File: src/rtl/mac_pkg.sv
// Shared constants and state encoding for the MAC accumulate stage.
// Pure declarations: no latency or flow control of its own.
package mac_pkg;
    localparam int PROD_W_DEF = 16;
    localparam int ACC_W_DEF  = 32;
    localparam int CNT_W_DEF  = 8;

    typedef enum logic {
        ACC  = 1'b0,
        DONE = 1'b1
    } state_e;
endpackage

File: src/rtl/mac_accumulator_acc_add.sv
// Zero-extending adder of product onto accumulator with carry-out.
// Combinational (0 cycles); no flow control.
module acc_add #(
    parameter int PROD_W = 16,
    parameter int ACC_W  = 32
) (
    input  logic [ACC_W-1:0]  acc,
    input  logic [PROD_W-1:0] prod,
    output logic [ACC_W-1:0]  sum,
    output logic              carry
);
    logic [ACC_W:0] full_sum;

    assign full_sum = {1'b0, acc} + {{(ACC_W + 1 - PROD_W){1'b0}}, prod};
    assign sum      = full_sum[ACC_W-1:0];
    assign carry    = full_sum[ACC_W];
endmodule

File: src/rtl/mac_accumulator.sv
// Sums products until a last-marked one, then presents the registered result one cycle later.
// Prod_Ready drops only while a result waits on Res_Ready or during Soft_Clr.
module mac_accumulator
    import mac_pkg::*;
#(
    parameter int PROD_W = PROD_W_DEF,
    parameter int ACC_W  = ACC_W_DEF,
    parameter int CNT_W  = CNT_W_DEF
) (
    input  logic              Clk,
    input  logic              Rst_n,
    input  logic              Soft_Clr,
    input  logic              Prod_Valid,
    output logic              Prod_Ready,
    input  logic [PROD_W-1:0] Product,
    input  logic              Prod_Last,
    output logic              Res_Valid,
    input  logic              Res_Ready,
    output logic [ACC_W-1:0]  Result,
    output logic [CNT_W-1:0]  Res_Count,
    output logic              Overflow
);
    state_e             state_q, state_d;
    logic [ACC_W-1:0]   acc_q, acc_d;
    logic [CNT_W-1:0]   cnt_q, cnt_d;
    logic               ovf_q, ovf_d;
    logic [ACC_W-1:0]   res_q, res_d;
    logic [CNT_W-1:0]   res_cnt_q, res_cnt_d;
    logic               res_ovf_q, res_ovf_d;
    logic               res_vld_q, res_vld_d;

    logic [ACC_W-1:0]   sum;
    logic               carry;
    logic [CNT_W-1:0]   cnt_inc;
    logic               accept;

    // acc_q is already zero in DONE, so one adder serves both the first
    // term after a result and ordinary accumulation.
    acc_add #(
        .PROD_W (PROD_W),
        .ACC_W  (ACC_W)
    ) u_acc_add (
        .acc   (acc_q),
        .prod  (Product),
        .sum   (sum),
        .carry (carry)
    );

    assign Prod_Ready = !Soft_Clr && ((state_q == ACC) || Res_Ready);
    assign accept     = Prod_Valid && Prod_Ready;
    assign cnt_inc    = (&cnt_q) ? cnt_q : cnt_q + CNT_W'(1);

    always_comb begin
        state_d   = state_q;
        acc_d     = acc_q;
        cnt_d     = cnt_q;
        ovf_d     = ovf_q;
        res_d     = res_q;
        res_cnt_d = res_cnt_q;
        res_ovf_d = res_ovf_q;
        res_vld_d = res_vld_q;

        if (Soft_Clr) begin
            state_d   = ACC;
            acc_d     = '0;
            cnt_d     = '0;
            ovf_d     = 1'b0;
            res_d     = '0;
            res_cnt_d = '0;
            res_ovf_d = 1'b0;
            res_vld_d = 1'b0;
        end else begin
            if ((state_q == DONE) && Res_Ready) begin
                res_vld_d = 1'b0;
                state_d   = ACC;
            end
            if (accept) begin
                if (Prod_Last) begin
                    res_d     = sum;
                    res_cnt_d = cnt_inc;
                    res_ovf_d = ovf_q | carry;
                    res_vld_d = 1'b1;
                    state_d   = DONE;
                    acc_d     = '0;
                    cnt_d     = '0;
                    ovf_d     = 1'b0;
                end else begin
                    acc_d = sum;
                    cnt_d = cnt_inc;
                    ovf_d = ovf_q | carry;
                end
            end
        end
    end

    always_ff @(posedge Clk or negedge Rst_n) begin
        if (!Rst_n) begin
            state_q   <= ACC;
            acc_q     <= '0;
            cnt_q     <= '0;
            ovf_q     <= 1'b0;
            res_q     <= '0;
            res_cnt_q <= '0;
            res_ovf_q <= 1'b0;
            res_vld_q <= 1'b0;
        end else begin
            state_q   <= state_d;
            acc_q     <= acc_d;
            cnt_q     <= cnt_d;
            ovf_q     <= ovf_d;
            res_q     <= res_d;
            res_cnt_q <= res_cnt_d;
            res_ovf_q <= res_ovf_d;
            res_vld_q <= res_vld_d;
        end
    end

    assign Res_Valid = res_vld_q;
    assign Result    = res_q;
    assign Res_Count = res_cnt_q;
    assign Overflow  = res_ovf_q;
endmodule

File: config.mk
export PLATFORM = sky130hd
export DESIGN_NAME = mac_accumulator
export DESIGN_NICKNAME = d
export VERILOG_FILES = /design/src/rtl/mac_pkg.sv /design/src/rtl/mac_accumulator_acc_add.sv /design/src/rtl/mac_accumulator.sv
export SDC_FILE = /design/constraint.sdc
export NUM_CORES = 1
export LEC_CHECK = 0
export ABC_CLOCK_PERIOD_IN_PS = 2710
export CORE_UTILIZATION = 50
export DETAILED_ROUTE_END_ITERATION = 10
export PLACE_DENSITY = 0.79
export SYNTH_ARGS = -nofsm -noshare
export SYNTH_HDL_FRONTEND = slang
export SYNTH_HIERARCHICAL = 1
export SYNTH_SLANG_ARGS = --single-unit
File: constraint.sdc
create_clock -name Clk -period 2.71 [get_ports Clk]
set_clock_uncertainty 0.1 [all_clocks]
set_input_delay 0.542 -clock Clk [delete_from_list [all_inputs] [get_ports Clk]]
set_output_delay 0.542 -clock Clk [all_outputs]
set_load 0.02 [all_outputs]
== Yosys cells after proc, flatten, opt, wreduce, memory -nomap -nowiden ==
Index checks and enable logic that the tools add are counted.

* Flip-flop bits (word level): 84
* Bits in latches: 0
* RAM bits: 0
* Bits in read-only memories: 0
* Bits of input ports: 22
* Output and inout bits: 43
* Word-level logic and storage cells: 48
* Memories kept: 0

* Add/sub/neg operators: 2
* $mul: 0
* Div/mod/pow operators: 0
* Magnitude comparators: 0
* Equality and inequality tests: 0
* Shifts and indexed selects: 0
* Mux-type cells: 27
* Bitwise logic cells: 2
* Reductions and logical operators: 9

{| class="wikitable"
|+ Operators with widths
! cell !! number
|-
| 32-bit 2-to-1 mux || 6
|-
| 8-bit 2-to-1 mux || 7
|-
| 32-bit by 16-bit adder with 33-bit output || 1
|-
| 1-bit 2-to-1 mux || 14
|-
| 8-bit by 1-bit adder with 8-bit output (second input constant) || 1
|-
| 8-bit AND reduction || 1
|-
| 2-bit nonzero test || 2
|-
| 1-bit logical AND || 3
|-
| 2-bit AND reduction || 1
|-
| 1-bit logical NOT || 1
|-
| 1-bit logical OR || 1
|-
| 1-bit NOT || 1
|-
| 1-bit OR || 1
|}

== Depth between registers and ports, before layout ==
Gate-level depths: netlist of the first run.

* Word-level depth: 6
* Gate-level depth with buffers: 10
* Depth with buffers taken out: 10

== Modules after synthesis ==
The synthesis of the first run kept the hierarchy.

{| class="wikitable"
|+ By module, submodules not included
! module !! times used !! cells each !! area each (µm²)
|-
| mac_accumulator || 1 || 395 || 3,717.3
|-
| acc_add || 1 || 165 || 1,255.0
|}

== Worst setup path before layout of the first run ==
No wires, ideal clock.

* Kind: input to register
* Start: input port Product[0]
* End: register acc_q[14]
* Library setup time: 0.078 ns
* Data arrival time: 2.569 ns
* Data required time: 2.532 ns
* Setup slack: -0.037 ns
* Stages: 10
* Buffers on the path: 0
* Path through: ha_1 fa_1 a21o_1 a221o_1 a221oi_2 o21bai_1 a21oi_2 xnor2_1 nand3b_1 a21oi_1

* Word-level cells in the longest chain between the ends: 4

{| class="wikitable"
|+ RTL lines
! element !! RTL line !! text
|-
| start: declaration || mac_accumulator.sv:15 || <nowiki>input logic [PROD_W-1:0] Product,</nowiki>
|-
| 32-bit by 16-bit adder with 33-bit output || mac_accumulator_acc_add.sv:14 || <nowiki>assign full_sum = {1'b0, acc} + {{(ACC_W + 1 - PROD_W){1'b0}}, prod};</nowiki>
|-
| named net sum[14] || mac_accumulator.sv:32 || <nowiki>logic [ACC_W-1:0] sum;</nowiki>
|-
| 32-bit 2-to-1 mux || mac_accumulator.sv:78 || <nowiki>if (Prod_Last) begin</nowiki>
|-
| 32-bit 2-to-1 mux || mac_accumulator.sv:77 || <nowiki>if (accept) begin</nowiki>
|-
| 32-bit 2-to-1 mux || mac_accumulator.sv:63 || <nowiki>if (Soft_Clr) begin</nowiki>
|-
| end signal: assignment || mac_accumulator.sv:99 || <nowiki>acc_q <= '0;</nowiki>
|-
| end signal: assignment || mac_accumulator.sv:108 || <nowiki>acc_q <= acc_d;</nowiki>
|-
| end: declaration || mac_accumulator.sv:24 || <nowiki>logic [ACC_W-1:0] acc_q, acc_d;</nowiki>
|}

The timed path passes the listed nets, and every way through them passes these cells. The select of a mux whose other input is x is not followed.
A chain may end at the register's enable or synchronous reset.

== Worst setup path after layout of the first run ==
* Start: register acc_q[0]
* End: register acc_q[14]

* Word-level cells in the longest chain between the ends: 4

{| class="wikitable"
|+ RTL lines
! element !! RTL line
|-
| 32-bit by 16-bit adder with 33-bit output || mac_accumulator_acc_add.sv:14
|-
| named net sum[14] || mac_accumulator.sv:32
|-
| 32-bit 2-to-1 mux || mac_accumulator.sv:78
|-
| 32-bit 2-to-1 mux || mac_accumulator.sv:77
|-
| 32-bit 2-to-1 mux || mac_accumulator.sv:63
|}

The timed path passes the listed nets, and every way through them passes these cells. The select of a mux whose other input is x is not followed.

==> qor.csv, run 1 <==
stage;metric;value;unit
run_status;status;finished, violations left;
run_status;failing checks;negative setup slack;
critical_path;FF-to-FF End;acc_q[14];
sta;fin crit period;2.72;ns
grt;global route total overflow;0;
floorplanning;Die ar.;10300;um^2
critical_path;worst reg2reg startpoint;acc_q[0];
layout;area added between synthesis and finish;31.9;%
sta;Max Fclk;368;MHz
routing;number of remaining DRC errors;0;
routing;Routed WL per cell;16.4;um
grt;first-pass GRT wire length;21200;um
critical_path;Critical Path, Cell by Cell;ha_4, fa_2, a21o_1, a221o_1, a221oi_2, o21bai_1, a21oi_2, xnor2_2, nand3b_1, a21oi_1;
grt;Tot GR Track Use;0.261;
synthesis;Synth Flop Type;dfrtp_1;
pwr;Switching Share;0.298;
sta;fin worst setup slack;-0.00601;ns
synthesis;Area contributors post-synth;dfrtp_1 42%, a21oi_1 9.4%, nand2_1 9.2%, nand3b_1 5.7%, ha_1 4.3%;
routing;Final ANT Viol Nets;0;
routing;via/cell ratio;5.74;
critical_path;Worst Setup SP;acc_q[0];
layout;Nets;694;
clocking;hold_buf cts;0;
sta;fin crit share;1.00;
clocking;CTS tree;yes;
placed_design;cell area after placement;5980;um^2
floorplanning;CORE AREA;9680;um^2
clocking;worst skew pair latency;0.36;ns
sta;Slew headroom;0.620;
critical_path;CP arrival;2.90;ns
pwr;sequential power share;0.471;
sta;max-slew violations;0;
critical_path;kind of critical path;register to register;
critical_path;R2R setup slack;-0.006;ns
floorplanning;Die H;102;um
placed_design;DP HPWL;8270;um
worst_hold_path;Hold Path Class;input pin to asynchronous set/reset pin;
flow_run;Max-Cap Viols;0;
critical_path;cell count along the critical path;10;
layout;multi-input combinational cell area;2960;um^2
pwr;leakage power total;2.85;nW
grt;largest net degree at the start of global routing;50;
floorplanning;# IOs;65;
synthesis;Synth cell types;57;
layout;post-route cell area;6560;um^2
critical_path;Required @ worst endpoint;2.89;ns
routing;First DRT Iteration DRCs;246;
placed_design;PortBufs;64;
synthesis;Warnings, synthesis;6;
sta;Hold Vio Cnt, Final;0;
critical_path;CP Max Fanout;4;
synthesis;post-synth top area share;0.423;
clocking;CTS buffer count;9;
sta;final setup vio count;1;
floorplanning;Die Wd;102;um
routing;routed wire length;13000;um
layout;layout cells sized above 1;0.199;
synthesis;Seq/Total Area, Yosys;0.423;
synthesis;synthesized net count;600;
clocking;clock transition at the registers of the reported paths;0.09;ns
grt;initial antenna violation count;0;
pwr;sw power;0.840;mW
synthesis;Commonest cells post-synth;122 x nand2_1, 93 x a21oi_1, 84 x dfrtp_1, 38 x nand3b_1, 21 x clkbuf_1;
synthesis;cell with the most instances after synthesis;nand2_1;
placed_design;routability cong.;0.870;
placed_design;Setup Slack @ Placement;-0.578;ns
grt;vias in the first global route;4513;
critical_path;delay-heaviest family, CP;compound AO/OA/AOI/OAI gates;
synthesis;Synth area leader;dfrtp_1;
pwr;Tot Pwr;2.82;mW
clocking;Root Buffer;clkbuf_8;
pwr;maximum vdd drop;0.292;mV
sta;setup TNS;-0.00601;ns
synthesis;synthesized area per cell;8.88;um^2
pwr;Power per Cell Area;429;nW/um^2
pwr;Clk pwr share;0.327;
clocking;clock buffer depth;2;
floorplanning;initial core utilization;0.513;
critical_path;CP endpoint kind;register;
floorplanning;Rows;36;
layout;Fillers;728;
critical_path;largest stage delay on the critical path;0.42;ns
layout;FF/Latch Area;2100;um^2
pwr;Logic pwr share;0.201;
clocking;CTS sink count;84;
synthesis;number of synthesized flops with an enable pin;0;
critical_path;CP max-delay cell;dfrtp_1;
critical_path;crit path buf inv count;0;
clocking;H-tree depth;3;
critical_path;Critical Path Start Type;register;
sta;worst slew pin tran;0.568;ns
synthesis;#FFs+latches synth;84;
synthesis;Netlist Area Pre-Place;4970;um^2
sta;unrepaired setup endpoints after global routing;yes;
synthesis;Mapped Cells;560;
critical_path;reg2reg path depth;10;
synthesis;asr flop ratio synth;1.00;
routing;drt first pass iters;5;
routing;routed via count;4546;
pwr;P_int;1.98;mW
layout;diode count;0;
-- worst reg2reg max path: stages, from the launching register on --
cell and delay [ns]:
dfrtp_1 0.42, ha_4 0.18, fa_2 0.37, a21o_1 0.18, a221o_1 0.40, a221oi_2 0.35, o21bai_1 0.12, a21oi_2 0.17
xnor2_2 0.13, nand3b_1 0.09, a21oi_1 0.14
-- area by class of cell --
type,count,share of cell area
inverters,11,0.00629
repair buffers,119,0.167
clock buffers,9,0.0189
multi-input cells,429,0.451
flip-flops and latches,84,0.320
clock inverters,7,0.0114
well taps,133,0.0254
-- power by group through the flow --
stage / sequential, mW / clock (mW) / combinational, mW
4_1_cts: 1.32 / 0.939 / 0.533
3_3_place_gp: 1.34 / 0 / 0.507
2_1_floorplan: 1.36 / 0 / 0.284
5_1_grt: 1.33 / 0.990 / 0.618
6_report: 1.33 / 0.922 / 0.567
3_5_place_dp: 1.35 / 0 / 0.519
-- cells in the final DEF, fill, tap and decap left out, types with 2 or more instances in the layout --
cell type	instances
xnor2_2	7
inv_6	2
nand4_4	2
dlymetal6s2s_1	9
o21ai_2	2
nor2_1	13
o21ai_0	9
nand3_1	7
o221ai_1	2
dfrtp_1	84
and3_1	6
o21bai_1	4
nor3_2	2
ha_4	9
a21oi_1	84
a21oi_2	11
ha_1	8
o31ai_1	2
nand4_1	4
nand2_1	120
a31oi_1	4
nor3_1	3
xnor2_1	12
buf_12	2
nand3_2	4
and2_1	3
clkinvlp_4	3
nand2_2	2
buf_4	53
nor2b_1	4
a21o_1	13
clkbuf_8	9
xor2_1	11
a211oi_1	6
nand2b_1	2
clkdlybuf4s50_1	51
mux2i_1	2
and4_1	3
nand3b_1	38
inv_1	11
-- cell families after synthesis --
group / count (synthesis) / share of synthesized area
AOI/OAI and AO/OA: 155 / 0.197
xor gates and xnor gates: 30 / 0.0528
adders and majority gates: 18 / 0.0468
buffers and inverters: 47 / 0.0413
DFF: 84 / 0.423
muxes: 2 / 0.00403
and+or+nand+nor: 224 / 0.236
-- worst max path at each step --
| stage | to |
|---|---|
| after floorplan | acc_q[14] |
| after global placement | acc_q[14] |
| after detailed placement | acc_q[14] |
| after CTS | Result[31] |
| after global routing | acc_q[16] |
| final | acc_q[14] |
-- registers in the layout (all words and copies together), names as in the netlist --
register   flops
acc_q         32
Res_Valid      1
Overflow       1
Res_Count      8
ovf_q          1
cnt_q          8
Result        32
state_q        1
-- layer usage --
metal / vias up / track usage / routed length (um)
li1: 2145 / - / -
met1: 2235 / 0.324 / 5600
met2: 139 / 0.456 / 6550
met3: 27 / 0.0338 / 511
met4: 0 / 0.111 / 340
met5: - / 0 / 0
-- repair_timing --
action / CTS / global route
pin swaps: 19 / 27
setup endpoints to repair: 33 / 36
gates resized for setup: 21 / 34
gates cloned: 0 / 0
buffers inserted: 4 / 4
-- through the flow --
stage	utilization	std cells	hold slack, ns
4_1_cts	0.655	788	0.0729
5_1_grt	0.677	792	0.0874
6_report	0.677	792	0.0627
3_3_place_gp	0.618	768	0.383
2_1_floorplan	-	560	0.146
3_5_place_dp	0.618	768	0.391
(Power assumes the default switching activity.)
==> run 2: changes to the inputs <==
--- a/config.mk
+++ b/config.mk
@@ -5,10 +5,10 @@
 export SDC_FILE = /design/constraint.sdc
 export NUM_CORES = 1
 export LEC_CHECK = 0
-export ABC_CLOCK_PERIOD_IN_PS = 2710
+export ABC_CLOCK_PERIOD_IN_PS = 3100
 export CORE_UTILIZATION = 50
 export DETAILED_ROUTE_END_ITERATION = 10
-export PLACE_DENSITY = 0.79
+export PLACE_DENSITY = 0.76
 export SYNTH_ARGS = -nofsm -noshare
 export SYNTH_HDL_FRONTEND = slang
 export SYNTH_HIERARCHICAL = 1
==> constraint.sdc (replaced) <==
create_clock -name Clk -period 3.1 [get_ports Clk]
set_clock_uncertainty 0.1 [all_clocks]
set_input_delay 0.62 -clock Clk [delete_from_list [all_inputs] [get_ports Clk]]
set_output_delay 0.62 -clock Clk [all_outputs]
set_load 0.02 [all_outputs]
==> run 2 against run 1 <==
Non-clock buffer count is 23 lower. Clock power shrank 3.6%. First-iteration DRC count fell by 33%. Final cell count is 2.9% lower. Critical path type is now input pin to register. Combinational power fell by 20%. Core utilization is 4.6 points lower. Critical path depth up 1. The run now ends clean. Worst hold slack better by 0.29 ns. Clock-buffer cell count unchanged. Routed wire length fell by 8.2%. Power shrank 11%. Die area unchanged.
==> qor.csv, run 2 (synthesis gave the netlist of run 1 again) <==
stage;metric;value;unit;change
run_status;status;finished clean;;
routing;Final ANT Viol Nets;0;;unchanged
routing;First DRT Iteration DRCs;164;;-33%
grt;initial antenna violation count;0;;unchanged
grt;global route total overflow;0;;unchanged
clocking;hold_buf cts;0;;unchanged
clocking;H-tree depth;3;;unchanged
grt;vias in the first global route;4348;;-3.7%
critical_path;reg2reg path depth;10;;unchanged
critical_path;largest stage delay on the critical path;0.43;ns;about the same
placed_design;PortBufs;64;;unchanged
routing;number of remaining DRC errors;0;;unchanged
layout;post-route cell area;6110;um^2;-6.8%
routing;Routed WL per cell;15.5;um;-5.5%
floorplanning;Die ar.;10300;um^2;unchanged
sta;max-slew violations;0;;unchanged
routing;via/cell ratio;5.67;;-1.2%
sta;fin worst setup slack;0.0917;ns;+0.0977 ns
clocking;CTS sink count;84;;unchanged
routing;routed via count;4361;;-4.1%
critical_path;CP endpoint kind;register;;
critical_path;Required @ worst endpoint;3.30;ns;+0.41 ns
placed_design;DP HPWL;7900;um;-4.4%
sta;worst slew pin tran;1.08;ns;+0.509 ns
floorplanning;CORE AREA;9680;um^2;unchanged
flow_run;Max-Cap Viols;0;;unchanged
sta;fin crit period;3.01;ns;
routing;drt first pass iters;5;;unchanged
pwr;Power per Cell Area;409;nW/um^2;-4.8%
critical_path;Critical Path, Cell by Cell;clkdlybuf4s50_1, ha_2, fa_2, a21o_1, a221o_2, a21oi_1, o211ai_1, a21oi_1, xnor2_1, nand3b_1, a21oi_1;;
sta;final hold slack;0.351;ns;+0.288 ns
grt;Tot GR Track Use;0.248;;-0.0131
placed_design;Setup Slack @ Placement;-0.341;ns;+0.237 ns
critical_path;CP arrival;3.20;ns;+0.30 ns
clocking;CTS tree;yes;;
clocking;Root Buffer;clkbuf_8;;
layout;layout cells sized above 1;0.115;;-0.0840
layout;commonest non-fill, non-tap cell in the layout;nand2_1;;
routing;routed wire length;11900;um;-8.2%
placed_design;routability cong.;0.875;;+0.52%
critical_path;kind of critical path;input pin to register;;
critical_path;Critical Path Start Type;input pin;;
clocking;worst skew pair latency;0.37;ns;about the same
sta;final setup vio count;0;;-1
floorplanning;initial core utilization;0.513;;unchanged
pwr;maximum vdd drop;0.271;mV;-7.3%
critical_path;most used cell, CP;a21oi_1;;
placed_design;cell area after placement;5860;um^2;-2.1%
layout;most frequent cells in the layout;122 x nand2_1, 92 x a21oi_1, 84 x dfrtp_1, 62 x clkdlybuf4s50_1, 38 x nand3b_1;;
sta;fin crit share;0.970;;
floorplanning;# IOs;65;;unchanged
sta;Hold Vio Cnt, Final;0;;unchanged
layout;diode count;0;;unchanged
pwr;leakage power total;2.60;nW;-8.9%
sta;Max Fclk;332;MHz;
sta;Slew headroom;0.282;;-0.338
floorplanning;Die H;102;um;unchanged
clocking;clock buffer depth;2;;unchanged
clocking;clock transition at the registers of the reported paths;0.09;ns;about the same
critical_path;CP Max Fanout;4;;unchanged
worst_hold_path;Hold Path Class;input pin to asynchronous set/reset pin;;
floorplanning;Die Wd;102;um;unchanged
floorplanning;Rows;36;;unchanged
critical_path;CP max-delay cell;a221o_2;;
layout;area added between synthesis and finish;23.0;%;
clocking;CTS buffer count;9;;unchanged
grt;first-pass GRT wire length;20000;um;-5.8%
grt;largest net degree at the start of global routing;85;;+70%
layout;Nets;671;;-3.3%
[run 2: cell types whose count changed in the layout (fill, tap and decap cells not counted), sizes merged]
cell / change
clkdlybuf4s50: +11
clkdlybuf4s15: -1
buf: -23
clkinv: +1
dlygate4sd2: -1
clkinvlp: -2
dlymetal6s2s: -9
bufinv: +1
[run 2: per-layer routing]
metal | global-route usage | share of wire
met1 | 0.314 | 0.45
met2 | 0.416 | 0.48
met3 | 0.0524 | 0.044
met4 | 0.0925 | 0.019
met5 | 0 | 0
[run 2: area by class of cell]
class,count,area (um^2)
inverter,11,41.3
tap,133,166
clock inverter,7,98.8
clock buffer,9,124
fill,822,3570
sequential,84,2100
timing repair buffer,96,886
multi-input combinational,429,2700
[run 2: where the power goes]
group,switching [mW],internal (mW)
clock network,0.429,0.459
registers,0.0295,1.13
logic,0.256,0.197
total,0.715,1.78
[run 2: repair_timing]
item,CTS,global route
buffers inserted,0,1
endpoints found under the setup margin,0,11
resized for setup,0,6
endpoints found under the hold margin,0,0
[run 2: final timing paths]
kind                             from          to  slack, ns
max                        Product[0]   acc_q[10]       0.09
min                             Rst_n  Result[25]       0.35
min in group Clk           Result[31]  Result[31]       0.42
min reg2reg                Result[31]  Result[31]       0.42
max in group asynchronous       Rst_n    acc_q[7]       1.88
max reg2reg                  acc_q[0]   acc_q[10]       0.35
[run 2: through the flow]
stage | utilization | std cells | power [mW] | setup TNS [ns]
after floorplan | - | 560 | 1.44 | 0
after global placement | 0.605 | 752 | 1.61 | -5.43
after detailed placement | 0.605 | 752 | 1.62 | -7.46
after CTS | 0.628 | 768 | 2.50 | 0
after global routing | 0.631 | 769 | 2.61 | -0.0117
final | 0.631 | 769 | 2.50 | 0
[run 2: critical path: cells and delay by family]
| kind | cells | cell delay (ns) |
|---|---|---|
| fa+ha+maj | 2 | 0.54 |
| simple gates | 1 | 0.11 |
| buf+inv | 1 | 0.42 |
| xor+xnor | 1 | 0.17 |
| compound gates | 6 | 1.33 |
